## src/rtl/approx_mult_err_scan.sv

```systemverilog
// Exhaustive error-characterisation sweep for a W x W multiplier of fixed latency LAT.
// Define ERR_MAX_TRACK_EN to also track the largest single error distance on max_ed.
module approx_mult_err_scan #(
  parameter int W   = 4,
  parameter int LAT = 0
) (
  input  logic             clk,
  input  logic             rst,
  input  logic             start,
  output logic             busy,
  output logic             done,
  output logic [W-1:0]     op_a,
  output logic [W-1:0]     op_b,
  input  logic [2*W-1:0]   dut_y,
  output logic [2*W:0]     n_correct,
  output logic [4*W-1:0]   sum_ed,
  output logic [2*W-1:0]   max_ed
);

  localparam logic [1:0] S_IDLE  = 2'd0;
  localparam logic [1:0] S_RUN   = 2'd1;
  localparam logic [1:0] S_DRAIN = 2'd2;
  localparam logic [1:0] S_DONE  = 2'd3;

  localparam logic [2:0] DRAIN_LAST = (LAT > 0) ? 3'(LAT - 1) : 3'd0;

  logic [1:0]     state;
  logic [2*W-1:0] k;
  logic [2:0]     drain_cnt;
  logic           launch;
  logic           issue;

  logic           cmp_v;
  logic [W-1:0]   cmp_a;
  logic [W-1:0]   cmp_b;
  logic [2*W-1:0] exact;
  logic [2*W-1:0] ed;
  logic           ed_zero;

  assign launch = start && ((state == S_IDLE) || (state == S_DONE));
  assign issue  = (state == S_RUN);
  assign busy   = (state == S_RUN) || (state == S_DRAIN);
  assign done   = (state == S_DONE);
  assign op_a   = issue ? k[2*W-1:W] : '0;
  assign op_b   = issue ? k[W-1:0]   : '0;

  always_ff @(posedge clk) begin
    if (rst) begin
      state     <= S_IDLE;
      k         <= '0;
      drain_cnt <= '0;
    end else begin
      case (state)
        S_IDLE, S_DONE: begin
          if (start) begin
            state <= S_RUN;
            k     <= '0;
          end
        end
        S_RUN: begin
          if (k == '1) begin
            state     <= (LAT > 0) ? S_DRAIN : S_DONE;
            k         <= '0;
            drain_cnt <= '0;
          end else begin
            k <= k + 1'b1;
          end
        end
        S_DRAIN: begin
          if (drain_cnt == DRAIN_LAST) begin
            state <= S_DONE;
          end else begin
            drain_cnt <= drain_cnt + 1'b1;
          end
        end
        default: state <= S_IDLE;
      endcase
    end
  end

  // Operands travel alongside the multiplier pipeline so the compare sees the pair behind dut_y.
  generate
    if (LAT > 0) begin : g_delay
      logic         dl_v [LAT];
      logic [W-1:0] dl_a [LAT];
      logic [W-1:0] dl_b [LAT];

      always_ff @(posedge clk) begin
        if (rst) begin
          for (int i = 0; i < LAT; i++) begin
            dl_v[i] <= 1'b0;
            dl_a[i] <= '0;
            dl_b[i] <= '0;
          end
        end else begin
          dl_v[0] <= issue;
          dl_a[0] <= op_a;
          dl_b[0] <= op_b;
          for (int i = 1; i < LAT; i++) begin
            dl_v[i] <= dl_v[i-1];
            dl_a[i] <= dl_a[i-1];
            dl_b[i] <= dl_b[i-1];
          end
        end
      end

      assign cmp_v = dl_v[LAT-1];
      assign cmp_a = dl_a[LAT-1];
      assign cmp_b = dl_b[LAT-1];
    end else begin : g_nodelay
      assign cmp_v = issue;
      assign cmp_a = op_a;
      assign cmp_b = op_b;
    end
  endgenerate

  assign exact   = {{W{1'b0}}, cmp_a} * {{W{1'b0}}, cmp_b};
  assign ed      = (dut_y >= exact) ? (dut_y - exact) : (exact - dut_y);
  assign ed_zero = (ed == '0);

  always_ff @(posedge clk) begin
    if (rst) begin
      n_correct <= '0;
      sum_ed    <= '0;
    end else if (launch) begin
      n_correct <= '0;
      sum_ed    <= '0;
    end else if (cmp_v) begin
      n_correct <= n_correct + {{(2*W){1'b0}}, ed_zero};
      sum_ed    <= sum_ed + {{(2*W){1'b0}}, ed};
    end
  end

`ifdef ERR_MAX_TRACK_EN
  always_ff @(posedge clk) begin
    if (rst) begin
      max_ed <= '0;
    end else if (launch) begin
      max_ed <= '0;
    end else if (cmp_v && (ed > max_ed)) begin
      max_ed <= ed;
    end
  end
`else
  assign max_ed = '0;
`endif

endmodule

```

## config.mk

```make
export PLATFORM = sky130hd
export DESIGN_NAME = approx_mult_err_scan
export DESIGN_NICKNAME = d
export VERILOG_FILES = /design/src/rtl/approx_mult_err_scan.sv
export SDC_FILE = /design/constraint.sdc
export NUM_CORES = 1
export LEC_CHECK = 0
export ABC_AREA = 0
export BUFFER_PORTS_ARGS = -buffer_cell sky130_fd_sc_hd__buf_2
export CAP_MARGIN = 30
export CORE_UTILIZATION = 60
export CTS_BUF_LIST = sky130_fd_sc_hd__clkbuf_8
export CTS_CLUSTER_SIZE = 40
export DETAILED_ROUTE_END_ITERATION = 16
export PLACE_DENSITY = 0.84
export SYNTH_ARGS = -nofsm -noshare
export SYNTH_HDL_FRONTEND = slang
export SYNTH_SLANG_ARGS = --single-unit
```

## constraint.sdc

```tcl
create_clock -name clk -period 12.5 [get_ports clk]
set_input_delay 3.75 -clock clk [delete_from_list [all_inputs] [get_ports clk]]
set_output_delay 3.75 -clock clk [all_outputs]
set_load 0.05 [all_outputs]
```

Yosys cells after proc, flatten, opt, wreduce, memory -nomap -nowiden
Cells that the tools add are included.
Storage, ports and cells
  latch bits: 0
  memories: 0
  memory bits (writable): 0
  register bits after elaboration: 38
  word-level logic and storage cells: 47
  ROM bits: 0
  input bits: 11
  output and inout bits: 43
Operators by class
  shift-type cells: 0
  multiply operators: 1
  equal/unequal tests: 8
  reductions and logical operators: 13
  bitwise logic cells: 0
  muxes and demuxes: 13
  div/mod/pow operators: 0
  magnitude comparators: 1
  add/sub/neg operators: 6
Operators by type and width (count)
  8-bit two-way mux: 3
  16-bit by 8-bit adder with 16-bit output: 1
  8-bit one-hot mux with 2 select lines: 1
  8-bit subtractor: 2
  9-bit by 1-bit adder with 9-bit output: 1
  8-bit by 1-bit adder with 8-bit output (second input constant): 1
  8-bit equality test (second input constant): 1
  8-bit greater-or-equal comparator: 1
  8-bit zero test: 1
  4-bit by 4-bit multiplier with 8-bit output: 1
  4-bit two-way mux: 2
  2-bit two-way mux: 3
  3-bit two-way mux: 2
  2-bit one-hot mux with 3 select lines: 1
  3-bit one-hot mux with 2 select lines: 1
  3-bit AND reduction: 2
  2-bit equality test (second input constant): 2
  2-bit by 1-bit inequality test with 1-bit output (second input constant): 2
  2-bit inequality test (second input constant): 2
  2-bit nonzero test: 2
  2-bit OR reduction: 2
  3-bit by 1-bit adder with 3-bit output (second input constant): 1
  3-bit zero test: 1
  2-bit by 1-bit equality test with 1-bit output (second input constant): 1
  4 further kinds: 5

Depth between registers and ports, before layout
Gate-level depths: netlist of the first run.
  word-level depth: 7
  mapped depth: 31
  depth with buffers taken out: 28

Worst setup path after synthesis of the first run
Ideal clock, no wire load.
  path type: input to register
  start point: input port dut_y[3]
  end point: register sum_ed[11]
  slack: 5575 ps
  required time: 12372 ps
  buffers on the path: 2
  stages on the path: 16
  data arrival time: 6798 ps
  library setup time: 128 ps
  cells stage by stage: inv_1 -> ha_1 -> buf_6 -> nand4_1 -> o211ai_2 -> a311oi_2 -> buf_6 -> mux2i_1 -> xor2_1 -> ha_1 -> a21o_1 -> a2111oi_1 -> nor3b_1 -> o211ai_1 -> xor2_1 -> nor2_1
Between the ends
  cells in the longest elaborated chain, start to end: 3
  elaborated cells on any way between the ends: 5
  those cells by class: add/sub (3); order compare (1); mux (1)
Ends and longest elaborated chain
  start: declaration: RTL line 14  | input logic [2*W-1:0] dut_y,
  8-bit subtractor / 8-bit greater-or-equal comparator (equally long branches): RTL line 118  | assign ed = (dut_y >= exact) ? (dut_y - exact) : (exact - dut_y);
  8-bit two-way mux (*): RTL line 118
  16-bit by 8-bit adder with 16-bit output (*): RTL line 130  | sum_ed <= sum_ed + {{(2*W){1'b0}}, ed};
  end signal: assignment: RTL line 130
  end: declaration: RTL line 16  | output logic [4*W-1:0] sum_ed,
Every way passes the cells marked *; elsewhere a longest branch is shown, timed or not.
A chain may end at the register's enable or synchronous reset.

Worst setup path after layout of the first run
  start point: input port dut_y[3]
  end point: register sum_ed[14]
The elaborated chain is that of the path after synthesis.

==> flow_summary_export.csv, run 1 <==
group,metric,value,unit
outcome,status,"completed",
pwr,power_frac_comb,0.451,
place,dp_hpwl,5410,um
clocking,numCtsBuffers,5,
timing,relSlewSlack,0.387,
die,start_util,0.626,
global_routing,antenna_found_initial,0,
clocking,ctsHoldBuffers,0,
critical_path,cp-end-kind,"flip-flop",
place,port-buffer-count,45,
worst_hold_path,hold-path-cell-count,2,
synth,synth_common_cells,"ha_1 (45), dfxtp_1 (38), inv_1 (35), nor2_1 (35), a21oi_1 (25)",
die,core-area,0.00551,mm2
global_routing,grtUsageTotal,0.248,
detailed_routing,route.detailed.drc,0,
die,die_area,0.00605,mm2
die,die_h,77.8,um
critical_path,worst_setup_path_start_kind,"input pin",
pwr,report.power.total,0.000429,W
global_routing,grt_pass1_vias,2769,
timing,period_share,0.606,
cells_and_area,num_antenna_cells,0,
clocking,htreeDepth,2,
detailed_routing,dr.pass1.iters,5,
synth,yosysMostFrequentCell,"ha_1",
timing,fin_setup_tns,0,ps
clocking,cts_tree,"done",
global_routing,overflow,0,
critical_path,required,12720,ps
detailed_routing,vias_per_cell,5.71,
pwr,powerDensity,115,mW/mm2
pwr,leakage,1.92,nW
pwr,power_switching,0.000190,W
synth,synthCells,417,
synth,synth_top_area_cell,"dfxtp_1",
timing,slew_violations,0,
cells_and_area,fin_nets,516,
pwr,p_seq_frac,0.337,
pwr,clock_power_share,0.212,
timing,hold_viol,0,
synth,synth_top_area_frac,0.221,
die,die_w,77.8,um
cells_and_area,drive_gt1_frac,0.132,
critical_path,crit_fanout,13,
place,place_congestion,0.903,
synth,synth.top_cells.by_area,"dfxtp_1 (22%), ha_1 (16%), xor2_1 (4.6%), fa_1 (4.1%), mux2i_1 (4.1%)",
clocking,path_clk_slew,80,ps
critical_path,rr_worst_depth,26,
timing,max_freq,132,MHz
detailed_routing,antenna_left,0,
synth,syn-cell-area,0.00345,mm2
global_routing,grt_max_degree,49,
pwr,internal_power,0.000239,W
clocking,cts_resized,0,
clocking,cts_setup_buffers,0,
cells_and_area,instances_no_fill,526,
die,core.rowCount,27,
synth,ys_types,57,
cells_and_area,area_delta_synth_final,8.57,%
detailed_routing,wire_per_inst,13.8,um
clocking,clock_latency,300,ps
synth,ys_warn_count,0,
timing,fin_crit,7570,ps
job,maxCapViolCount,0,
detailed_routing,wirelength,7270,um
timing,setup_violations,0,
synth,synth_edf_count,0,
timing,fin_worst_skew,12.3,ps
synth,async_reset_ff_frac,0,
critical_path,crit_type,"input pin to flip-flop",
timing,worst_slew_pin_slew,920,ps
worst_hold_path,hold_path.class,"flip-flop to flip-flop",
clocking,cts-root-buf,"clkbuf_8",
synth,avgSynthCellArea,8.27,um2
clocking,clk_path_buf_depth,2,
die,ioPinCount,54,
place,placed_cells,518,
clocking,cts_sinks,38,
detailed_routing,via_count,3005,
critical_path,arrival,7790,ps
detailed_routing,drt-initial-drc-count,121,
synth,yosysSeqAreaShare,0.221,
pwr,ir_drop,128,uV
timing,rsz0062_at_grt,"no",
synth,ys.flop_type,"dfxtp_1",
pwr,swShare,0.442,
cells_and_area,final_util,0.680,
cells_and_area,fillers,473,
global_routing,grt_first_pass_wirelength,12100,um
timing,holdWs,502,ps
synth,ys_ff_latch,38,
-- kinds of logic after synthesis --
group,after synthesis,synth area share
AOI/OAI and AO/OA,83,0.161
xor gates and xnor gates,29,0.0759
DFF,38,0.221
adders and majority gates,52,0.204
buffers and inverters,59,0.0813
muxes,14,0.0407
other,1,0.00109
and+or+nand+nor,141,0.216
-- layout by cell type, fill, tap and decap left out, types with 12 or more instances in the layout --
cell,count
buf_2,45
nand2_1,22
nor2_1,35
and3_1,20
o21ai_0,12
a21oi_1,25
inv_1,35
ha_1,45
xor2_1,18
dfxtp_1,38
mux2i_1,14
-- metal layers --
metal,GRT usage,wire [um]
met5,0,0
met3,0.0400,312
met1,0.307,3220
met4,0.0906,122
met2,0.430,3610
-- power by group through the flow --
stage	Clock, W	Sequential [W]	Combinational, W
finish	0.0000908	0.000145	0.000194
CTS	0.0000906	0.000145	0.000193
global route	0.0000956	0.000146	0.000212
detailed placement	0	0.000147	0.000192
floorplan	0	0.000165	0.000139
global placement	0	0.000147	0.000186
-- cell type report --
| cell class | instances | area [um2] | share of cell area |
|---|---|---|---|
| clock buffers | 6 | 82.6 | 0.0221 |
| inverters | 35 | 131 | 0.0351 |
| repair buffers | 46 | 233 | 0.0622 |
| multi-input cells | 327 | 2430 | 0.650 |
| well taps | 72 | 90.1 | 0.0241 |
| flip-flops and latches | 38 | 761 | 0.203 |
| clock inverters | 2 | 12.5 | 0.00334 |
-- state kept, by name, summed over array words and instances, names as in the netlist --
name	flops
sum_ed	16
n_correct	9
state	2
drain_cnt	3
k	8
-- stage by stage --
step,instance area (um2),setup WS (ps)
global placement,3650,4810
global route,3740,4510
detailed placement,3650,4670
finish,3740,4930
floorplan,3470,5570
CTS,3740,4960
-- worst max-delay path, cell delays in order --
cell and delay [ps]:
buf_2 90, inv_1 40, ha_1 430, a21oi_2 250, o211ai_2 120, a311oi_2 800
nand2_1 140, and2_1 230, fa_1 440, a21o_1 200, a21oi_1 250, o21ai_1 160
a41oi_1 540, o21ai_0 210, a21oi_1 150
-- path summary, 6_finish.rpt --
check              from    endpoint  slack, ps
max            dut_y[3]  sum_ed[14]       4930
min          sum_ed[10]  sum_ed[10]        500
max reg2reg    state[0]  sum_ed[14]       5060
min reg2reg  sum_ed[10]  sum_ed[10]        500
No activity file was read; power rests on OpenSTA's default activity.
==> run 2, diff against run 1 <==
--- a/config.mk
+++ b/config.mk
@@ -8,11 +8,11 @@
 export ABC_AREA = 0
 export BUFFER_PORTS_ARGS = -buffer_cell sky130_fd_sc_hd__buf_2
 export CAP_MARGIN = 30
-export CORE_UTILIZATION = 60
+export CORE_UTILIZATION = 54
 export CTS_BUF_LIST = sky130_fd_sc_hd__clkbuf_8
 export CTS_CLUSTER_SIZE = 40
 export DETAILED_ROUTE_END_ITERATION = 16
-export PLACE_DENSITY = 0.84
+export PLACE_DENSITY = 0.8
 export SYNTH_ARGS = -nofsm -noshare
 export SYNTH_HDL_FRONTEND = slang
 export SYNTH_SLANG_ARGS = --single-unit
==> constraint.sdc (replaced) <==
create_clock -name clk -period 6.3 [get_ports clk]
set_input_delay 1.89 -clock clk [delete_from_list [all_inputs] [get_ports clk]]
set_output_delay 1.89 -clock clk [all_outputs]
set_load 0.05 [all_outputs]
==> run 2 against run 1 <==
Cell area is 7.2% higher; utilization down 1.4 points; clock power is 83% higher; register-to-register slack lost 4800 ps; worst hold slack lost 11 ps; sequential power up 100%; routed wire length increased by 11%; combinational power grew 130%; final cell count grew 3.4%; via count grew 2.8%; critical endpoint is now sum_ed[11].
==> flow_summary_export.csv, run 2 (synthesized netlist as in run 1, its figures left out) <==
group,metric,value,unit
cells_and_area,fin_nets,533,
critical_path,cp-end-kind,"flip-flop",
cells_and_area,area_delta_synth_final,16.3,%
die,die_h,81.9,um
cells_and_area,final_util,0.665,
pwr,leakage,2.02,nW
die,ioPinCount,54,
worst_hold_path,hp-start,"drain_cnt[1]",
detailed_routing,wirelength,8090,um
place,placed_cells,532,
cells_and_area,drive_gt1_frac,0.211,
timing,slew_violations,0,
critical_path,critPathBufInv,4,
timing,hold_viol,0,
die,die_w,81.9,um
clocking,clock_latency,290,ps
critical_path,arrival,6170,ps
timing,relSlewSlack,0.456,
detailed_routing,wire_per_inst,14.9,um
detailed_routing,via_count,3089,
cells_and_area,final_cell_mix,"buf_2 (45), ha_1 (42), dfxtp_1 (36), nor2_1 (35), inv_1 (34)",
timing,fin_setup_tns,0,ps
critical_path,crit_fanout,7,
critical_path,r2r-start,"state[0]",
clocking,cts_sinks,38,
cells_and_area,regArea,763,um2
detailed_routing,wl_met2,3990,um
job,maxCapViolCount,0,
global_routing,overflow,0,
cells_and_area,multi_input_area,0.00257,mm2
timing,fin_crit,6020,ps
global_routing,grt_first_pass_wirelength,12400,um
timing,fin_worst_skew,7.50,ps
critical_path,critPathMaxStageDelay,550,ps
timing,worst_slew_pin_slew,815,ps
die,core.rowCount,28,
detailed_routing,dr.pass1.iters,4,
detailed_routing,wl_met1,3550,um
die,die_area,0.00671,mm2
place,place_congestion,0.836,
cells_and_area,reg_top3,"sum_ed x16, n_correct x9, k x8",
clocking,cts-root-buf,"clkbuf_8",
detailed_routing,highest_layer,"met4",
critical_path,worst_setup_path_start_kind,"flip-flop",
timing,max_freq,166,MHz
place,dp_hpwl,6010,um
cells_and_area,instances_no_fill,544,
critical_path,critPathLaunch,"state[0]",
critical_path,cp_slowest_cell,"fa_1",
clocking,numCtsBuffers,5,
pwr,report.power.total,0.000894,W
detailed_routing,drt-initial-drc-count,148,
timing,setup_violations,0,
critical_path,crit_type,"flip-flop to flip-flop",
detailed_routing,route.detailed.drc,0,
critical_path,required,6440,ps
clocking,htreeDepth,2,
critical_path,path_delay_family,"adder cells",
die,start_util,0.572,
global_routing,grt_max_degree,33,
timing,holdWs,491,ps
outcome,status,"completed",
global_routing,antenna_found_initial,0,
global_routing,grt_pass1_vias,2865,
worst_hold_path,hold_path.class,"flip-flop to flip-flop",
clocking,path_clk_slew,70,ps
place,port-buffer-count,45,
cells_and_area,largest_reg_flops,16,
detailed_routing,met3_length,426,um
clocking,clk_path_buf_depth,2,
die,core-area,0.00603,mm2
cells_and_area,top_register,"sum_ed",
pwr,powerDensity,223,mW/mm2
cells_and_area,final_common_cell,"buf_2",
pwr,ir_drop,288,uV
cells_and_area,fillers,488,
global_routing,grtUsageTotal,0.236,
detailed_routing,antenna_left,0,
cells_and_area,num_antenna_cells,0,
timing,period_share,0.956,
detailed_routing,vias_per_cell,5.68,
clocking,cts_tree,"done",
-- run 2: tightest hold or removal path: stages (launching register included) --
cell	delay (ps)
dfxtp_1	320
nand2b_1	70
a21oi_1	50
-- run 2: final cells by class --
class	count	share of cell area
clock buffer	6	0.0206
multi-input combinational	327	0.640
tap	75	0.0234
timing repair buffer	63	0.0927
sequential	38	0.190
inverter	35	0.0328
-- run 2: where the power goes --
part / internal, W / switching (W) / leakage [nW]
sequential: 0.000263 / 0.0000281 / 0.308
clock: 0.0000844 / 0.0000820 / 0.0431
combinational: 0.000153 / 0.000283 / 1.66
total: 0.000501 / 0.000393 / 2.02
-- run 2: metrics by stage --
| step | area, um2 | setup slack (ps) |
|---|---|---|
| finish | 4010 | 277 |
| global route | 4010 | -74.7 |
| CTS | 3860 | 4.70 |
| detailed placement | 3770 | -20.0 |
| global placement | 3770 | 193 |
| floorplan | 3520 | 13.1 |
-- run 2: what timing repair did --
| item | 4_1_cts | 5_1_grt |
|---|---|---|
| setup endpoints to repair | 5 | 16 |
| hold buffers | 0 | 0 |
| setup buffers | 0 | 6 |
| resized for setup | 1 | 24 |
| pin swaps | 0 | 16 |
-- run 2: path summary, 6_finish.rpt --
kind                        to  slack (ps)  depth (start not counted)
hold / removal    drain_cnt[1]         490                          2
setup / recovery    sum_ed[11]         280                         26
setup reg to reg    sum_ed[11]         280                         26
hold reg to reg   drain_cnt[1]         490                          2
-- run 2: layer usage --
layer  track usage  vias up
li1              -     1524
met2         0.417       91
met3        0.0378       15
met5             0        -
met1         0.289     1459
met4        0.0772        0
==> run 3, diff against run 2 <==
--- a/config.mk
+++ b/config.mk
@@ -6,13 +6,14 @@
 export NUM_CORES = 1
 export LEC_CHECK = 0
 export ABC_AREA = 0
+export ABC_CLOCK_PERIOD_IN_PS = 6010
 export BUFFER_PORTS_ARGS = -buffer_cell sky130_fd_sc_hd__buf_2
 export CAP_MARGIN = 30
-export CORE_UTILIZATION = 54
+export CORE_UTILIZATION = 59
 export CTS_BUF_LIST = sky130_fd_sc_hd__clkbuf_8
 export CTS_CLUSTER_SIZE = 40
 export DETAILED_ROUTE_END_ITERATION = 16
-export PLACE_DENSITY = 0.8
+export PLACE_DENSITY = 0.83
 export SYNTH_ARGS = -nofsm -noshare
 export SYNTH_HDL_FRONTEND = slang
 export SYNTH_SLANG_ARGS = --single-unit
==> constraint.sdc (replaced) <==
create_clock -name clk -period 6.01 [get_ports clk]
set_input_delay 1.803 -clock clk [delete_from_list [all_inputs] [get_ports clk]]
set_output_delay 1.803 -clock clk [all_outputs]
set_load 0.05 [all_outputs]
==> run 3 against run 2 <==
Utilization grew 8.9 points; sequential share of layout area shrank 0.83 points; die area shrank 8.3%; global-route usage grew 3.1 points; critical endpoint is now sum_ed[9]; clock power is essentially flat; critical path depth is the same; worst setup slack lost 200 ps; count of clock-buffer cells in the layout shrank 1; routed wire length grew 5.3%; maximum frequency grew 1.5%.
==> flow_summary_export.csv, run 3 (synthesized netlist as in run 1, its figures left out) <==
group,metric,value,unit
detailed_routing,dr.pass1.iters,4,
clocking,clock_latency,300,ps
cells_and_area,final_common_cell,"buf_2",
global_routing,grtUsageTotal,0.267,
job,maxCapViolCount,0,
detailed_routing,via_count,3191,
timing,max_freq,168,MHz
timing,holdWs,495,ps
timing,fin_crit,5930,ps
cells_and_area,multi_input_area,0.00263,mm2
detailed_routing,wire_per_inst,15.3,um
critical_path,arrival,6090,ps
clocking,ctsHoldBuffers,0,
detailed_routing,vias_per_cell,5.73,
detailed_routing,wirelength,8520,um
timing,slew_violations,0,
global_routing,grt_first_pass_wirelength,13100,um
die,die_w,78.4,um
detailed_routing,route.detailed.drc,0,
global_routing,use_met1,0.340,
place,port-buffer-count,45,
critical_path,crit_fanout,6,
place,place_congestion,0.886,
timing,hold_viol,0,
cells_and_area,fin_nets,548,
cells_and_area,top_register,"sum_ed",
detailed_routing,drt-initial-drc-count,149,
critical_path,r2r-start,"state[0]",
timing,period_share,0.987,
clocking,clk_path_buf_depth,2,
cells_and_area,num_antenna_cells,0,
global_routing,grt_pass1_vias,2895,
critical_path,crit_type,"flip-flop to flip-flop",
timing,fin_worst_skew,10.8,ps
detailed_routing,antenna_left,0,
clocking,cts_sinks,38,
global_routing,overflow,0,
clocking,cts-root-buf,"clkbuf_8",
place,placed_cells,534,
critical_path,crit_path_end,"sum_ed[9]",
critical_path,worstReg2RegEnd,"sum_ed[9]",
global_routing,grt_util_met3,0.0500,
clocking,htreeDepth,2,
cells_and_area,regArea,766,um2
cells_and_area,largest_reg_flops,16,
timing,fin_setup_tns,0,ps
pwr,powerDensity,227,mW/mm2
timing,relSlewSlack,0.456,
die,ioPinCount,54,
global_routing,grt_util_met2,0.451,
pwr,ir_drop,233,uV
die,die_h,78.4,um
cells_and_area,instances_no_fill,557,
cells_and_area,area_delta_synth_final,22.1,%
place,dp_hpwl,5910,um
cells_and_area,drive_gt1_frac,0.266,
critical_path,cp-end-kind,"flip-flop",
pwr,leakage,2.12,nW
clocking,path_clk_slew,70,ps
timing,setup_violations,0,
cells_and_area,reg_top3,"sum_ed x16, n_correct x9, k x8",
critical_path,required,6160,ps
die,start_util,0.618,
timing,worst_slew_pin_slew,816,ps
critical_path,worst_setup_path_start_kind,"flip-flop",
critical_path,r2r_slack,80,ps
clocking,cts_tree,"done",
critical_path,critPathLaunch,"state[0]",
worst_hold_path,hold_path.class,"flip-flop to flip-flop",
global_routing,top_usage_layer,"met2",
outcome,status,"completed",
critical_path,rr_worst_depth,26,
die,core.rowCount,27,
cells_and_area,final_util,0.755,
die,core-area,0.00557,mm2
global_routing,grt_max_degree,33,
cells_and_area,fillers,407,
clocking,numCtsBuffers,5,
die,die_area,0.00615,mm2
global_routing,antenna_found_initial,0,
timing,rsz0062_at_grt,"yes",
cells_and_area,final_cell_mix,"buf_2 (45), ha_1 (41), dfxtp_1 (36), nor2_1 (35), inv_1 (33)",
run 3: cell count changes in the layout (fill, tap and decap cells not counted), sizes merged:
| cell | delta |
|---|---|
| inv | +2 |
| buf | +14 |
run 3: layer usage:
metal  part of all wire  wire length, um  vias up
met5                  0                0        -
met4              0.013              114        0
met3              0.067              568       12
met2               0.49             4180      117
met1               0.43             3660     1501
li1                   -                -     1561
run 3: worst min-delay path by stage:
stage,slack (ps),cells past startpoint,end,start
6_report,490,2,drain_cnt[1],drain_cnt[1]
5_1_grt,520,2,sum_ed[10],sum_ed[10]
4_1_cts,500,2,n_correct[8],n_correct[8]
3_5_place_dp,490,2,n_correct[8],n_correct[8]
3_3_place_gp,480,2,n_correct[8],n_correct[8]
2_1_floorplan,460,2,state[0],state[0]
run 3: through the flow:
stage | total power [W] | area (um2) | setup WS [ps]
finish | 0.000955 | 4210 | 75.2
global route | 0.00101 | 4210 | -296
CTS | 0.000909 | 3950 | 48.8
detailed placement | 0.000741 | 3830 | -99.0
global placement | 0.000728 | 3830 | 16.0
floorplan | 0.000658 | 3560 | 13.5
run 3: area by class of cell:
cell class | count | share of cell area
Inverter | 35 | 0.0312
Sequential cell | 38 | 0.182
Clock inverter | 2 | 0.00178
Multi-Input combinational cell | 327 | 0.626
Timing Repair Buffer | 78 | 0.121
Tap cell | 72 | 0.0214
Clock buffer | 5 | 0.0164
run 3: worst max-delay path, stage by stage (launching register included):
cell and delay (ps):
dfxtp_4 380, ha_4 160, and2_4 160, nand2_4 40
fa_1 550, inv_2 40, fa_1 490, ha_1 320
a21o_1 180, a21oi_1 210, o21bai_1 110, a21oi_2 150
xor2_1 160, ha_1 280, inv_1 150, a21oi_2 60
a311oi_4 280, buf_12 170, mux2i_4 210, xor2_1 200
ha_1 290, a21o_1 210, a2111oi_4 390, nor3b_2 120
o211ai_1 250, xor2_1 170, nor2_1 50
run 3: repair_timing:
action / in CTS / in global routing
endpoints found under the hold margin: 0 / 0
buffers inserted: 3 / 12
pin swaps: 2 / 35
cloned: 0 / 1
setup endpoints to repair: 10 / 14
gates resized for setup: 1 / 37
run 3: where the power goes:
group | leakage [nW] | switching [W] | internal, W | total [W]
Sequential | 0.308 | 0.0000267 | 0.000276 | 0.000303
Combinational | 1.77 | 0.000303 | 0.000181 | 0.000484
Clock | 0.0466 | 0.0000914 | 0.0000766 | 0.000168
